$ cat config.mk
export PLATFORM = sky130hd
export DESIGN_NAME = sdram_port_arbiter
export DESIGN_NICKNAME = d
export VERILOG_FILES = /design/src/rtl/sdram_port_arbiter.sv
export SDC_FILE = /design/constraint.sdc
export NUM_CORES = 1
export LEC_CHECK = 0
export BUFFER_PORTS_ARGS = -buffer_cell sky130_fd_sc_hd__buf_2
export CORE_AREA = 2 2 67 69
export CTS_BUF_LIST = sky130_fd_sc_hd__clkbuf_4 sky130_fd_sc_hd__clkbuf_8
export CTS_CLUSTER_SIZE = 28
export DETAILED_ROUTE_END_ITERATION = 10
export DIE_AREA = 0 0 69 71
export PLACE_DENSITY = 0.86
export SYNTH_ARGS = -nofsm -noshare
export SYNTH_HDL_FRONTEND = slang
export SYNTH_SLANG_ARGS = --single-unit
$ cat constraint.sdc
create_clock -name sdram_clk -period 5.8 [get_ports sdram_clk]
set_input_delay 0.29 -clock sdram_clk [delete_from_list [all_inputs] [get_ports sdram_clk]]
set_output_delay 0.29 -clock sdram_clk [all_outputs]
set_load 0.02 [all_outputs]
$ cat src/rtl/sdram_port_arbiter.sv
// Two-client arbiter for the SDRAM controller command port: round-robin write/read
// grants with a per-grant burst limit, outstanding-read tracking and init gating.
module sdram_port_arbiter #(
    parameter int unsigned ADDR_W        = 32,
    parameter int unsigned DATA_W        = 16,
    parameter int unsigned BURST_LEN     = 8,
    parameter int unsigned MAX_RD_OUTSTD = 4
) (
    input  logic              sdram_clk,
    input  logic              rst,
    input  logic              sdram_init_done,
    input  logic              wr_valid,
    output logic              wr_ready,
    input  logic [ADDR_W-1:0] wr_addr,
    input  logic [DATA_W-1:0] wr_data,
    input  logic              rd_valid,
    output logic              rd_ready,
    input  logic [ADDR_W-1:0] rd_addr,
    output logic [DATA_W-1:0] rd_data,
    output logic              rd_data_valid,
    output logic              cmd_valid,
    input  logic              cmd_ready,
    output logic              cmd_we,
    output logic [ADDR_W-1:0] cmd_addr,
    output logic [DATA_W-1:0] cmd_wdata,
    input  logic [DATA_W-1:0] cmd_rdata,
    input  logic              cmd_rdata_valid,
    output logic              grant_wr,
    output logic              grant_rd,
    output logic              rd_underflow
);
    localparam int unsigned BCNT_W = $clog2(BURST_LEN + 1);
    localparam int unsigned OCNT_W = $clog2(MAX_RD_OUTSTD + 1);
    localparam logic [BCNT_W-1:0] BEAT_LAST  = BCNT_W'(BURST_LEN - 1);
    localparam logic [OCNT_W-1:0] OUTSTD_MAX = OCNT_W'(MAX_RD_OUTSTD);

    typedef enum logic [1:0] {IDLE, GNT_WR, GNT_RD} state_t;
    typedef enum logic {SIDE_WR, SIDE_RD} side_t;

    state_t             state_q, state_d;
    side_t              last_grant_q, last_grant_d;
    logic [BCNT_W-1:0]  beat_cnt_q, beat_cnt_d;
    logic [OCNT_W-1:0]  rd_outstd_q, rd_outstd_d;
    logic               rd_underflow_q, rd_underflow_d;

    logic wq, rq, own_q, other_q, beat_acc, rd_acc, burst_end, enter;
    state_t other_state;

    always_comb begin
        wq = wr_valid & sdram_init_done;
        rq = rd_valid & sdram_init_done & (rd_outstd_q < OUTSTD_MAX);

        cmd_valid = 1'b0;
        cmd_we    = 1'b0;
        cmd_addr  = '0;
        cmd_wdata = '0;
        wr_ready  = 1'b0;
        rd_ready  = 1'b0;
        unique case (state_q)
            GNT_WR: begin
                cmd_valid = wq;
                cmd_we    = 1'b1;
                cmd_addr  = wr_addr;
                cmd_wdata = wr_data;
                wr_ready  = cmd_ready & sdram_init_done;
            end
            GNT_RD: begin
                cmd_valid = rq;
                cmd_addr  = rd_addr;
                rd_ready  = cmd_ready & rq;
            end
            default: ;
        endcase
    end

    always_comb begin
        beat_acc    = cmd_valid & cmd_ready;
        rd_acc      = beat_acc & (state_q == GNT_RD);
        burst_end   = beat_acc & (beat_cnt_q == BEAT_LAST);
        own_q       = (state_q == GNT_WR) ? wq : rq;
        other_q     = (state_q == GNT_WR) ? rq : wq;
        other_state = (state_q == GNT_WR) ? GNT_RD : GNT_WR;

        state_d      = state_q;
        enter        = 1'b0;
        last_grant_d = last_grant_q;
        beat_cnt_d   = beat_cnt_q;

        if (state_q == IDLE) begin
            if (wq && (!rq || last_grant_q == SIDE_RD)) begin
                state_d = GNT_WR;
                enter   = 1'b1;
            end else if (rq) begin
                state_d = GNT_RD;
                enter   = 1'b1;
            end
        end else if (!sdram_init_done) begin
            state_d = IDLE;
        end else if (burst_end || !own_q) begin
            // own_q still high here means the burst limit caused the release
            if (other_q) begin
                state_d = other_state;
                enter   = 1'b1;
            end else if (own_q) begin
                enter   = 1'b1;
            end else begin
                state_d = IDLE;
            end
        end

        if (enter) begin
            beat_cnt_d   = '0;
            last_grant_d = (state_d == GNT_WR) ? SIDE_WR : SIDE_RD;
        end else if (beat_acc) begin
            beat_cnt_d = beat_cnt_q + BCNT_W'(1);
        end

        rd_outstd_d    = rd_outstd_q;
        rd_underflow_d = rd_underflow_q;
        if (rd_acc && !cmd_rdata_valid) begin
            rd_outstd_d = rd_outstd_q + OCNT_W'(1);
        end else if (!rd_acc && cmd_rdata_valid) begin
            if (rd_outstd_q == '0) begin
                rd_underflow_d = 1'b1;
            end else begin
                rd_outstd_d = rd_outstd_q - OCNT_W'(1);
            end
        end
    end

    always_ff @(posedge sdram_clk or posedge rst) begin
        if (rst) begin
            state_q        <= IDLE;
            last_grant_q   <= SIDE_RD;
            beat_cnt_q     <= '0;
            rd_outstd_q    <= '0;
            rd_underflow_q <= 1'b0;
        end else begin
            state_q        <= state_d;
            last_grant_q   <= last_grant_d;
            beat_cnt_q     <= beat_cnt_d;
            rd_outstd_q    <= rd_outstd_d;
            rd_underflow_q <= rd_underflow_d;
        end
    end

    assign grant_wr      = (state_q == GNT_WR);
    assign grant_rd      = (state_q == GNT_RD);
    assign rd_underflow  = rd_underflow_q;
    assign rd_data       = cmd_rdata;
    assign rd_data_valid = cmd_rdata_valid;

endmodule

Word-level counts from Yosys, hierarchy flattened
Cells that the tools add are included.
- flip-flop bits (word level): 11
- latch bits: 0
- memory bits (writable): 0
- ROM bits: 0
- input bits: 103
- output and inout bits: 72
- logic and storage cells: 67
- memories kept: 0
- $add $sub $neg: 3
- $mul: 0
- div/mod/pow operators: 0
- magnitude comparators: 1
- equality and inequality tests: 5
- shifts and indexed selects: 0
- muxes and demuxes: 29
- bitwise logic cells: 9
- reductions and logical operators: 15
- operators with widths (kind ; count):
    one-hot mux 32 bit (2 select lines) ; 1
    two-way mux 16 bit ; 1
    two-way mux 2 bit ; 8
    two-way mux 1 bit ; 13
    two-way mux 3 bit ; 3
    AND 1 bit ; 8
    two-way mux 4 bit ; 2
    adder 4 x 1 -> 4 bit (second input constant) ; 1
    equality test 2 x 1 -> 1 bit (second input constant) ; 2
    equality test 4 x 3 -> 1 bit (second input constant) ; 1
    logical NOT 1 bit ; 4
    nonzero test 2 bit ; 2
    adder 3 x 1 -> 3 bit (second input constant) ; 1
    logical AND 1 bit ; 3
    logical NOT 3 bit ; 1
    < comparator 3 bit (second input constant) ; 1
    AND reduction 3 bit ; 1
    subtractor 3 x 1 -> 3 bit (second input constant) ; 1
    equality test 2 bit (second input constant) ; 1
    logical NOT 2 bit ; 1
    logical OR 1 bit ; 2
    inequality test 2 bit (second input constant) ; 1
    one-hot mux 1 bit (2 select lines) ; 1
    AND reduction 2 bit ; 1
    NOT 1 bit ; 1

Logic depth before layout (Yosys ltp)
- depth after elaboration: 11
- gate-level depth with buffers: 13
- depth with buffers taken out: 12

Worst setup path after synthesis
No wires, ideal clock.
- kind: flip-flop to flip-flop
- from: reg state_q[1]
- to: reg rd_outstd_q[2]
- library setup time: 95 ps
- arrival time: 2750 ps
- setup slack: 2954 ps
- cell stages (with the launch flop): 14
- path buffers: 1
- period minus slack after synthesis: 2846 ps
- cells stage by stage: dfrtp_1 > inv_1 > ha_1 > buf_2 > nand2_1 > a211oi_2 > nand2_1 > inv_1 > ha_1 > inv_1 > fa_1 > nor3_1 > a21oi_1 > o31ai_1
- cells in the longest elaborated chain, start to end: 8
- RTL lines (item ; RTL line ; text):
    start: declaration ; 40 ; state_t state_q, state_d;
    start signal: assignment ; 139 ; state_q <= state_d;
    equality test 2 bit or equality test 2 x 1 -> 1 bit (tied branches) ; 59, 78 ;
    one-hot mux 1 bit (2 select lines) ; 59 ; unique case (state_q)
    AND 1 bit ; 77 ; beat_acc = cmd_valid & cmd_ready;
    AND 1 bit * ; 78 ; rd_acc = beat_acc & (state_q == GNT_RD);
    logical NOT 1 bit ; 122 ; end else if (!rd_acc && cmd_rdata_valid) begin
    logical AND 1 bit ; 122 ;
    nonzero test 2 bit (no line) ; n/a ;
    AND reduction 2 bit (no line) ; n/a ;
    end signal: assignment ; 142 ; rd_outstd_q <= rd_outstd_d;
    end: declaration ; 43 ; logic [OCNT_W-1:0] rd_outstd_q, rd_outstd_d;
Every way passes the cells marked *; elsewhere a longest branch is shown, timed or not.
A chain may end at the register's enable or synchronous reset.

Worst setup path in the final report
Ends and elaborated chain as after synthesis.

==> summary.txt <==
Die
  – Chip height: 71 µm
  – Initial Utilization: 0.3530
  – Width of the die: 69 µm
  – Die area: 4899 µm²
  – # rows: 24
  – Core area: 4204 µm²
  – Io pins: 175

Yosys
  – Sequential cell area fraction in the yosys report: 0.1863
  – Synth top area cells: dfrtp_1, a22oi_1, nor2_1
  – Synthesis Warnings: 0
  – Yosys cell types: 42
  – Xor/xnor cell area share of the yosys netlist: 0.02361
  – Post-synthesis adder-cell area fraction: 0.06408
  – Area of the mapped netlist: 1484 µm²
  – Main combinational cell family by area after synthesis: simple AND/OR/NAND/NOR gates
  – Post-synthesis mux area share: 0.006745
  – Post-synthesis simple-gate area fraction: 0.2858
  – Synth Area in Compound Gates: 0.2850
  – Area share of the largest cell type after synthesis: 0.1686
  – Synth area leader: dfrtp_1
  – Synthesized flop and latch total: 11
  – Syn_nets: 316
  – Gate Count Post-Synth: 206
  – Synth Area per Inst: 7.204 µm²

Global routing
  – All-layer global routing usage: 0.1947
  – Initial antenna violation count: 0
  – Vias in the first global route: 1737
  – Met1 Usage GRT: 0.2204
  – GRT busiest layer: met2
  – Global-route track usage on met3: 0.04843
  – Largest net degree at the start of global routing: 57
  – GR Overflow Total: 0
  – First-pass GRT wire length: 7969 µm
  – Met2 usage: 0.3643

Clock tree
  – Worst skew pair latency: 240 ps
  – # resized after CTS: 0
  – CTS root buffer: clkbuf_8
  – CTS Buf Count: 3
  – Hold Buf Count CTS: 0
  – Clock slew at reported path FFs: 50 ps
  – Htree depth: 1
  – TritonCTS Sinks: 11
  – Max Buffers Root-to-Sink: 2
  – CTS tree: yes
  – Postcts setup bufs: 0

Routing
  – Number of nets with antenna violations after routing: 0
  – Routed WL: 5088 µm
  – Vias per inst: 5.072
  – Vias: 1897
  – Pre-antenna DRT Iters: 4
  – Drt drc: 0
  – Starting DRT DRC Count: 57
  – Routed length per instance: 13.60 µm

Power
  – Static power due to leakage: 1.203 nW
  – PD cells: 419.4 nW/µm²
  – Total power: 894.2 µW
  – Peak supply drop: 0.0002181 V

Worst setup path
  – Required @ worst endpoint: 5910 ps
  – Family with the most delay on the worst path: buffers and inverters
  – Worst setup SP type: flip-flop
  – Worst setup EP type: flip-flop
  – Crit path max fanout: 34
  – Type of the worst setup path: reg2reg
  – CP Cell Sequence: inv_1, ha_1, clkinv_1, a211oi_2, nand2_1, inv_1, ha_1, inv_1, fa_1, xor2_1, o21ai_0, o31ai_1
  – CP arrival: 3940 ps
  – Critical path's largest stage delay: 730 ps
  – CP Buf/Inv Count: 4
  – Crit-path slowest cell: clkinv_1
  – Worst path most repeated cell: inv_1

Timing
  – Fmax: 0.2611 GHz
  – Rel. slew slack: 0.3649
  – Final setup viols: 0
  – Worst-margin pin slew: 946.8 ps
  – Final Cycle Share: 0.6604
  – Clk_skew: 4.443 ps
  – Final hold violations: 0
  – Min Tclk post-route: 3830 ps
  – Slew Viols, Final: 0
  – TNS Setup: 0 ps
  – WHS: 37.92 ps
  – RSZ-0062 raised after global routing: false

Placed design
  – Estimated wirelength of the detail-placed design: 4086 µm
  – Buffers on Ports: 142
  – RePlAce Congestion: 0.8240

Layout
  – Most frequent standard cell in the layout excluding fill and tap cells: buf_2
  – Post-layout nets: 433
  – Layout cells sized above 1: 0.4783
  – Most frequent cells in the layout: buf_2, nor2_1, a22oi_1, and2_1, nand2_1
  – Area Overhead vs Synth: 43.68%
  – Diode count: 0

Worst hold path
  – Min-Delay Path Class: in2async

Status
  – Outcome: finished, final reports clean

Run
  – Max_cap viols: 0
[area by class of cell]
class	count	area, µm²
inverter	9	33.78
timing repair buffer	143	718.2
clock buffer	4	48.80
fill	424	2072
multi-input combinational	155	989.7
sequential	11	276.5
tap	52	65.06
[routing by layer]
layer,part of all wire,wire (µm),vias up
li1,-,-,935
met1,0.38,1915,849
met2,0.52,2662,102
met3,0.088,447,11
met4,0.012,63,0
met5,0,0,-
[Yosys cell counts, drive strengths merged]
master / instances
a211o: 1
a211oi: 3
a21boi: 2
a21o: 1
a21oi: 2
a22oi: 32
a31o: 1
and2: 16
and3: 1
buf: 24
clkbuf: 7
clkinv: 1
dfrtp: 10
dfstp: 1
fa: 1
ha: 6
inv: 8
mux2i: 1
nand2: 13
nand2b: 1
nand3: 2
nand3b: 3
nand4: 2
nor2: 43
nor2b: 2
nor3: 5
nor4: 1
o2111a: 1
o2111ai: 1
o211ai: 1
o21ai: 6
o221a: 1
o22a: 1
o31ai: 1
xnor2: 1
xor2: 3
[state kept, by name (all words and copies together) (netlist names)]
| register | count |
|---|---|
| beat_cnt_q | 4 |
| rd_outstd_q | 3 |
| state_q | 2 |
| last_grant_q | 1 |
| rd_underflow | 1 |
[cells by family after synthesis]
logic type               Yosys count
AO/OA/AOI/OAI                     54
XOR/XNOR                           4
adder cells (fa/ha/maj)            7
buffers and inverters             40
flip-flops                        11
multiplexers                       1
AND/OR/NAND/NOR                   89
[worst paths after layout]
path | endpoint | start | depth (start not counted) | slack (ps)
min in group sdram_clk | rd_underflow$_DFFE_PP0P_ | cmd_rdata_valid | 3 | 460
max reg2reg | rd_outstd_q[2]$_DFFE_PP0P_ | state_q[1]$_DFF_PP0_ | 12 | 1970
min reg2reg | rd_underflow$_DFFE_PP0P_ | rd_underflow$_DFFE_PP0P_ | 1 | 480
max | rd_outstd_q[2]$_DFFE_PP0P_ | state_q[1]$_DFF_PP0_ | 12 | 1970
max in group asynchronous | last_grant_q$_DFFE_PP1N_ | rst | 2 | 5430
min | rd_underflow$_DFFE_PP0P_ | rst | 2 | 40
[power by group]
| group | leakage (nW) | switching, mW | internal (mW) |
|---|---|---|---|
| sequential | 0.137 | 0.0296 | 0.101 |
| clock | 0.0262 | 0.0282 | 0.0529 |
| combinational | 1.04 | 0.447 | 0.236 |
| total | 1.20 | 0.505 | 0.389 |
[stage by stage]
| step | instances | setup WS (ps) | utilization | cell area [µm²] |
|---|---|---|---|---|
| after global placement | 370 | 2193 | 0.4955 | 2083 |
| after floorplan | 206 | 2954 | - | 1484 |
| final | 374 | 1970 | 0.5071 | 2132 |
| after detailed placement | 370 | 1967 | 0.4955 | 2083 |
| after CTS | 374 | 1954 | 0.5071 | 2132 |
| after global routing | 374 | 1492 | 0.5071 | 2132 |
Power figures use the tool's default switching activity.
